**src/rtl/uart_pkg.sv**
```systemverilog
// Shared definitions for the UART transmit path: FSM state encoding and oversampling ratio.
package uart_pkg;

    typedef enum logic [2:0] {
        IDLE   = 3'd0,
        START  = 3'd1,
        DATA   = 3'd2,
        PARITY = 3'd3,
        STOP   = 3'd4
    } state_t;

    localparam int unsigned OVERSAMPLE = 16;

endpackage

```
**src/rtl/uart_tx_controller.sv**
```systemverilog
// UART transmit sequencer: frames one byte per request (start, LSB-first data, optional parity,
// stop), timing each bit with the 16x baud tick.
module uart_tx_controller
    import uart_pkg::*;
#(
    parameter int unsigned DBITS      = 8,
    parameter int unsigned SB_TICK    = 16,
    parameter int unsigned PARITY_EN  = 0,
    parameter int unsigned PARITY_ODD = 0
) (
    input  logic             clk_100MHz,
    input  logic             reset,
    input  logic             tick,
    input  logic             tx_start,
    input  logic [DBITS-1:0] tx_din,
    output logic             tx,
    output logic             tx_busy,
    output logic             tx_done_tick
);

    localparam logic [4:0] S_LAST    = 5'(OVERSAMPLE - 1);
    localparam logic [4:0] STOP_LAST = 5'(SB_TICK - 1);
    localparam logic [2:0] N_LAST    = 3'(DBITS - 1);
    localparam logic       ODD_INV   = 1'(PARITY_ODD);

    state_t           r_state, w_state_next;
    logic [4:0]       r_s, w_s_next;
    logic [2:0]       r_n, w_n_next;
    logic [DBITS-1:0] r_shift, w_shift_next;
    logic             r_parity, w_parity_next;
    logic             r_tx, w_tx_next;
    logic             r_busy;
    logic             r_done, w_done_next;

    always_ff @(posedge clk_100MHz) begin
        if (reset) begin
            r_state  <= IDLE;
            r_s      <= '0;
            r_n      <= '0;
            r_shift  <= '0;
            r_parity <= 1'b0;
            r_tx     <= 1'b1;
            r_busy   <= 1'b0;
            r_done   <= 1'b0;
        end else begin
            r_state  <= w_state_next;
            r_s      <= w_s_next;
            r_n      <= w_n_next;
            r_shift  <= w_shift_next;
            r_parity <= w_parity_next;
            r_tx     <= w_tx_next;
            r_busy   <= (w_state_next != IDLE);
            r_done   <= w_done_next;
        end
    end

    always_comb begin
        w_state_next  = r_state;
        w_s_next      = r_s;
        w_n_next      = r_n;
        w_shift_next  = r_shift;
        w_parity_next = r_parity;
        w_tx_next     = r_tx;
        w_done_next   = 1'b0;

        unique case (r_state)
            IDLE: begin
                w_tx_next = 1'b1;
                // A tick coinciding with acceptance is deliberately not counted.
                if (tx_start) begin
                    w_shift_next  = tx_din;
                    w_parity_next = (^tx_din) ^ ODD_INV;
                    w_s_next      = '0;
                    w_state_next  = START;
                    w_tx_next     = 1'b0;
                end
            end
            START: begin
                if (tick) begin
                    if (r_s == S_LAST) begin
                        w_s_next     = '0;
                        w_n_next     = '0;
                        w_state_next = DATA;
                        w_tx_next    = r_shift[0];
                    end else begin
                        w_s_next = r_s + 5'd1;
                    end
                end
            end
            DATA: begin
                if (tick) begin
                    if (r_s == S_LAST) begin
                        w_s_next     = '0;
                        w_shift_next = r_shift >> 1;
                        if (r_n == N_LAST) begin
                            if (PARITY_EN != 0) begin
                                w_state_next = PARITY;
                                w_tx_next    = r_parity;
                            end else begin
                                w_state_next = STOP;
                                w_tx_next    = 1'b1;
                            end
                        end else begin
                            w_n_next  = r_n + 3'd1;
                            w_tx_next = r_shift[1];
                        end
                    end else begin
                        w_s_next = r_s + 5'd1;
                    end
                end
            end
            PARITY: begin
                if (tick) begin
                    if (r_s == S_LAST) begin
                        w_s_next     = '0;
                        w_state_next = STOP;
                        w_tx_next    = 1'b1;
                    end else begin
                        w_s_next = r_s + 5'd1;
                    end
                end
            end
            STOP: begin
                w_tx_next = 1'b1;
                if (tick) begin
                    if (r_s == STOP_LAST) begin
                        w_s_next     = '0;
                        w_state_next = IDLE;
                        w_done_next  = 1'b1;
                    end else begin
                        w_s_next = r_s + 5'd1;
                    end
                end
            end
            default: begin
                w_state_next = IDLE;
                w_tx_next    = 1'b1;
            end
        endcase
    end

    assign tx           = r_tx;
    assign tx_busy      = r_busy;
    assign tx_done_tick = r_done;

endmodule

```
**config.mk**
```make
export PLATFORM = sky130hd
export DESIGN_NAME = uart_tx_controller
export DESIGN_NICKNAME = d
export VERILOG_FILES = /design/src/rtl/uart_pkg.sv /design/src/rtl/uart_tx_controller.sv
export SDC_FILE = /design/constraint.sdc
export NUM_CORES = 1
export LEC_CHECK = 0
export ABC_AREA = 0
export BUFFER_PORTS_ARGS = -buffer_cell sky130_fd_sc_hd__buf_4
export CORE_UTILIZATION = 50
export DETAILED_ROUTE_END_ITERATION = 12
export PLACE_DENSITY = 0.74
export SLEW_MARGIN = 25
export SYNTH_ARGS = -nofsm -noshare
export SYNTH_HDL_FRONTEND = slang
export SYNTH_SLANG_ARGS = --single-unit
```
**constraint.sdc**
```tcl
create_clock -name clk_100MHz -period 1.9 [get_ports clk_100MHz]
set_input_delay 0 -clock clk_100MHz [delete_from_list [all_inputs] [get_ports clk_100MHz]]
set_output_delay 0 -clock clk_100MHz [all_outputs]
set_load 0.05 [all_outputs]
```
* After elaboration in Yosys (flattened, before gate mapping)
Cells that the tools add are included.
Word-level totals: flip-flop bits (word level) 22, latch bits 0, RAM bits 0, memory bits (read-only) 0, bits of input ports 12, output and inout bits 3, word-level logic and storage cells 72, memories 0
Operators by class: add/subtract/negate cells 2, multiply operators 0, divide/modulo/power cells 0, order comparisons 0, equality and inequality tests 15, shift-type cells 0, mux-type cells 35, bitwise logic cells 2, reductions and logical operators 11
Operators with widths (number):
- 2-to-1 mux 3 bit | 15
- 2-to-1 mux 8 bit | 3
- inequality test 2 bit, second input constant | 8
- case mux 8 bit (2 select lines) | 1
- 2-to-1 mux 5 bit | 3
- case mux 3 bit (5 select lines) | 1
- AND reduction 6 bit | 2
- case mux 5 bit (2 select lines) | 1
- 2-to-1 mux 1 bit | 9
- == test 3 x 2 -> 1 bit, second input constant | 2
- == test 3 bit, second input constant | 2
- case mux 3 bit (2 select lines) | 1
- nonzero test 2 bit | 3
- adder 5 x 1 -> 5 bit, second input constant | 1
- == test 5 x 4 -> 1 bit, second input constant | 1
- case mux 1 bit (4 select lines) | 1
- AND reduction 4 bit | 1
- OR reduction 4 bit | 1
- adder 3 x 1 -> 3 bit, second input constant | 1
- == test 3 x 1 -> 1 bit, second input constant | 1
- zero test 3 bit | 1
- AND reduction 3 bit | 1
- nonzero test 3 bit | 1
- OR reduction 3 bit | 1
- 2 further kinds | 3

* Depth between registers and ports, before layout
depth after elaboration 6, mapped depth 6, gate-level depth less buffers 6

* Worst setup path after synthesis
Ideal clock, no wire load.
kind register -> register, start reg r_s[0], end reg r_busy (netlist: tx_busy), library setup time 120 ps, data arrival time 1407 ps, required time 1780 ps, setup slack 373 ps, cell stages (with the launch flop) 6, buffers on the path 0, period minus slack after synthesis 1527 ps, cell sequence dfxtp_1 ha_1 and4b_2 and2_4 a32o_1 a211o_1
Between the ends: longest elaborated chain between the ends 5, elaborated cells on any way between the ends 11, those cells by class 1 x eq/ne; 9 x mux; 1 x reduce/logical
Ends and longest elaborated chain:
- start, declared | line uart_tx_controller.sv:27 | logic [4:0] r_s, w_s_next;
- start signal, assigned | line uart_tx_controller.sv:47 | r_s <= w_s_next;
- == test 5 x 4 -> 1 bit *
- 2-to-1 mux 3 bit, on equally long branches (2 in a row)
- case mux 3 bit (5 select lines) * | line uart_tx_controller.sv:66 | unique case (r_state)
- nonzero test 3 bit * | line uart_tx_controller.sv:52 | r_busy <= (w_state_next != IDLE);
- end signal, assigned | line uart_tx_controller.sv:52
- end, declared | line uart_tx_controller.sv:32 | logic r_busy;
Every way passes the cells marked *; elsewhere a longest branch is shown, timed or not. A chain may end at the register's enable or synchronous reset.

* Final worst setup path
start reg r_state[1], end reg r_n[0]
Between the ends: longest elaborated chain between the ends 3, elaborated cells on any way between the ends 10, those cells by class 7 x eq/ne; 1 x mux; 2 x reduce/logical
Ends and longest elaborated chain:
- start, declared | line uart_tx_controller.sv:26 | state_t r_state, w_state_next;
- start signal, assigned | line uart_tx_controller.sv:46 | r_state <= w_state_next;
- == test 3 x 2 -> 1 bit / == test 3 x 1 -> 1 bit (equally long branches) | line uart_tx_controller.sv:66
- inequality test 2 bit (no line) / nonzero test 2 bit (equally long branches)
- AND reduction 6 bit (no line)
- end signal, assigned | line uart_tx_controller.sv:48 | r_n <= w_n_next;
- end, declared | line uart_tx_controller.sv:28 | logic [2:0] r_n, w_n_next;
Several ways; a longest one is shown, not always the timed one.

==> results.yml <==
outcome:
  status: "finished clean"
sta:
  drv_slew: 0
  timing.max_slew.rel_slack_pct: 71.90
  final.setup.tns_ps: 0
  hold_viol: 0
  grt_setup_unrepaired: "no"
  finalWorstPathRequiredPeriod_ps: 1739
  part_of_the_cycle_the_worst_path_needs_pct: 91.50
  worst_slew_pin_slew_ps: 421.0
  finalClockSkew_ps: 9.393
  finalSetupViolCount: 0
  fmax_ghz: 0.5752
logic_synthesis:
  yosys_register_bits: 22
  synth-edff-count: 0
  yosys_synthesis_warning_count: 0
  synth_most_common_cell: "sky130_fd_sc_hd__dfxtp_1"
  post_synth_instance_area_um2: 1150
  async_flop_share_pct: 0
  avgSynthCellArea_um2: 9.582
  yosysUniqueCellTypes: 38
  yosys.area.top_type_share_pct: 38.30
  synth_flop_cell: "sky130_fd_sc_hd__dfxtp_1"
  synth_fp_nets: 135
  post_synth_inst_count: 120
  yosys-top-cells-area: "sky130_fd_sc_hd__dfxtp_1, sky130_fd_sc_hd__mux2i_1, sky130_fd_sc_hd__mux2_2"
  leading_cell_types_by_count_after_synthesis: "sky130_fd_sc_hd__dfxtp_1, sky130_fd_sc_hd__nor2_1, sky130_fd_sc_hd__mux2i_1, sky130_fd_sc_hd__mux2_2, sky130_fd_sc_hd__nand2_1"
  seq_area_frac_synth_pct: 38.30
  synth_largest_area_cell: "sky130_fd_sc_hd__dfxtp_1"
power:
  power_per_cell_area_nw_per_um2: 634.0
  irDropWorstVdd_uv: 432.7
  power_leakage_nw: 0.5509
detailed_routing:
  drt_pass1_iterations: 4
  routed_via_density: 5.774
  detailedRoute.firstIterationViolations: 13
  routed_wl_mm: 2.236
  route.detailed.wl_per_inst_um: 14.06
  routed-via-count: 918
  ant_nets: 0
  drc_errors: 0
critical_path:
  critical_path_peak_fanout: 11
  arrival_ps: 1930
  type_of_the_worst_setup_path: "flop to flop"
  critical-path-slowest-cell: "sky130_fd_sc_hd__dfxtp_1"
  worst_path_dominant_cell_family: "flip-flops"
  critical_path.cell_chain: "buf_4 -> nand2b_1 -> mux2i_1 -> a31oi_1 -> mux2_2"
  slowest_delay_ps: 570
  worst_setup_path_end_kind: "flop"
  cp_data_required_time_ps: 2100
  critical_path.startpoint_type: "flop"
  worst-path-buf-inv: 1
floorplanning:
  rows: 16
  die_x_um: 49.96
  die_boundary_height_um: 49.96
  die_area_um2: 2496
  io_pins: 15
  starting_density_of_the_core_pct: 55.76
  design.core.area_um2: 2062
clocking:
  clock_tree.htree_level_count: 1
  postCtsSetupBuffers: 0
  postCtsHoldBufs: 0
  cts_made_buffers: 3
  clock_sink_count: 22
  clk_root_buffer_cell: "sky130_fd_sc_hd__clkbuf_4"
  ctsLongestPathBuffers: 2
  cts_tree: "built"
  cts-resized-gates: 0
  clkTransAtPathRegs_ps: 120
  clk-insertion-delay-late_ps: 300
global_routing:
  antenna_found_initial: 0
  grt_overflow: 0
  grt_start_max_net_pins: 18
  grt_first_pass_wirelength_mm: 3.829
  grt_use_total_pct: 20.24
  first_global_vias: 902
placement:
  dp.final_hpwl_mm: 1.732
  dpl_cell_area_um2: 1259
  placement.io_buffers: 14
  gp_congestion: 0.8298
min_path:
  hold_class: "primary input to flop"
layout:
  final_nets: 149
  area.growth.synth_to_final_pct: 11.43
  final_design_area_no_fill_um2: 1281
  final_layout_size_suffix_gt1_share_pct: 23.48
  antenna_cells_inserted: 0
flow_run:
  max-cap-violations: 0
==> area by class of cell <==
| type | count | area, um^2 |
|---|---|---|
| well taps | 27 | 33.78 |
| flip-flops and latches | 22 | 440.4 |
| clock buffers | 3 | 22.52 |
| repair buffers | 15 | 112.6 |
| fillers | 201 | 780.7 |
| inverters | 3 | 11.26 |
| multi-input cells | 89 | 660.6 |
==> through the flow <==
| stage | power, mW | std cells | utilization, % | hold WS, ps | worst slack, ps |
|---|---|---|---|---|---|
| 3_5_place_dp | 0.6173 | 156 | 61.04 | 330.2 | 227.3 |
| 2_1_floorplan | 0.5803 | 120 | - | 218.4 | 373.4 |
| 3_3_place_gp | 0.6140 | 156 | 61.04 | 328.8 | 319.3 |
| 4_1_cts | 0.8159 | 159 | 62.14 | 16.66 | 208.8 |
| 6_report | 0.8123 | 159 | 62.14 | 23.48 | 161.5 |
| 5_1_grt | 0.8457 | 159 | 62.14 | 20.40 | 79.48 |
==> path summary, 6_finish.rpt <==
kind,startpoint,slack (ps),cells after the start,to
worst max-delay path,r_state[1]$_SDFF_PP0_,160,5,r_n[0]$_SDFFE_PP0P_
worst min-delay path,reset,20,2,r_shift[6]$_SDFFE_PP0P_
worst max register to register,r_state[1]$_SDFF_PP0_,160,5,r_n[0]$_SDFFE_PP0P_
worst min register to register,r_s[4]$_SDFFE_PP0P_,460,2,r_s[4]$_SDFFE_PP0P_
==> worst register-to-register path, delay by kind of cell (launching register included) <==
family	cells	cell delay, ps
flip-flops	1	570
multiplexers	2	510
buffers and inverters	1	260
AO/OA/AOI/OAI	1	150
AND/OR/NAND/NOR	1	140
==> where the power goes <==
group	leakage, nW	switching, mW	internal, mW
clock	0.0138	0.131	0.0739
sequential	0.180	0.0118	0.478
combinational	0.358	0.0615	0.0559
==> per-layer routing <==
metal	track usage [%]	share of wire [%]	up-vias
met4	9.048	2.1	0
li1	-	-	461
met5	0	0	-
met3	3.704	4.3	7
met2	33.56	47	28
met1	25.19	46	422
==> placed cells by master, fill, tap and decap left out, types with 2 or more instances in the layout <==
cell and instances:
sky130_fd_sc_hd__a21oi_1 2, sky130_fd_sc_hd__a22o_1 3, sky130_fd_sc_hd__a32o_1 2, sky130_fd_sc_hd__and2_1 4, sky130_fd_sc_hd__buf_4 15, sky130_fd_sc_hd__clkbuf_4 3
sky130_fd_sc_hd__dfxtp_1 22, sky130_fd_sc_hd__ha_1 3, sky130_fd_sc_hd__inv_1 3, sky130_fd_sc_hd__mux2_2 9, sky130_fd_sc_hd__mux2i_1 11, sky130_fd_sc_hd__nand2_1 7
sky130_fd_sc_hd__nand2b_1 4, sky130_fd_sc_hd__nand3_1 3, sky130_fd_sc_hd__nor2_1 13, sky130_fd_sc_hd__nor3_1 3, sky130_fd_sc_hd__o21a_1 2, sky130_fd_sc_hd__o21ai_0 5
==> logic make-up (layout without fill, tap and decap cells) <==
family | after synthesis | count (layout) | share of synthesized area (%)
flip-flops | 22 | 22 | 38.30
buffers and inverters | 9 | 21 | 4.243
AND/OR/NAND/NOR | 43 | 43 | 20.89
adder cells (fa/ha/maj) | 3 | 3 | 3.265
multiplexers | 20 | 20 | 18.39
AO/OA/AOI/OAI | 23 | 23 | 14.91
==> registers in the layout (all words and copies together), names as in the netlist <==
register      count
r_s               5
r_shift           8
tx_done_tick      1
tx_busy           1
tx                1
r_n               3
r_state           3
(Power assumes the default switching activity.)
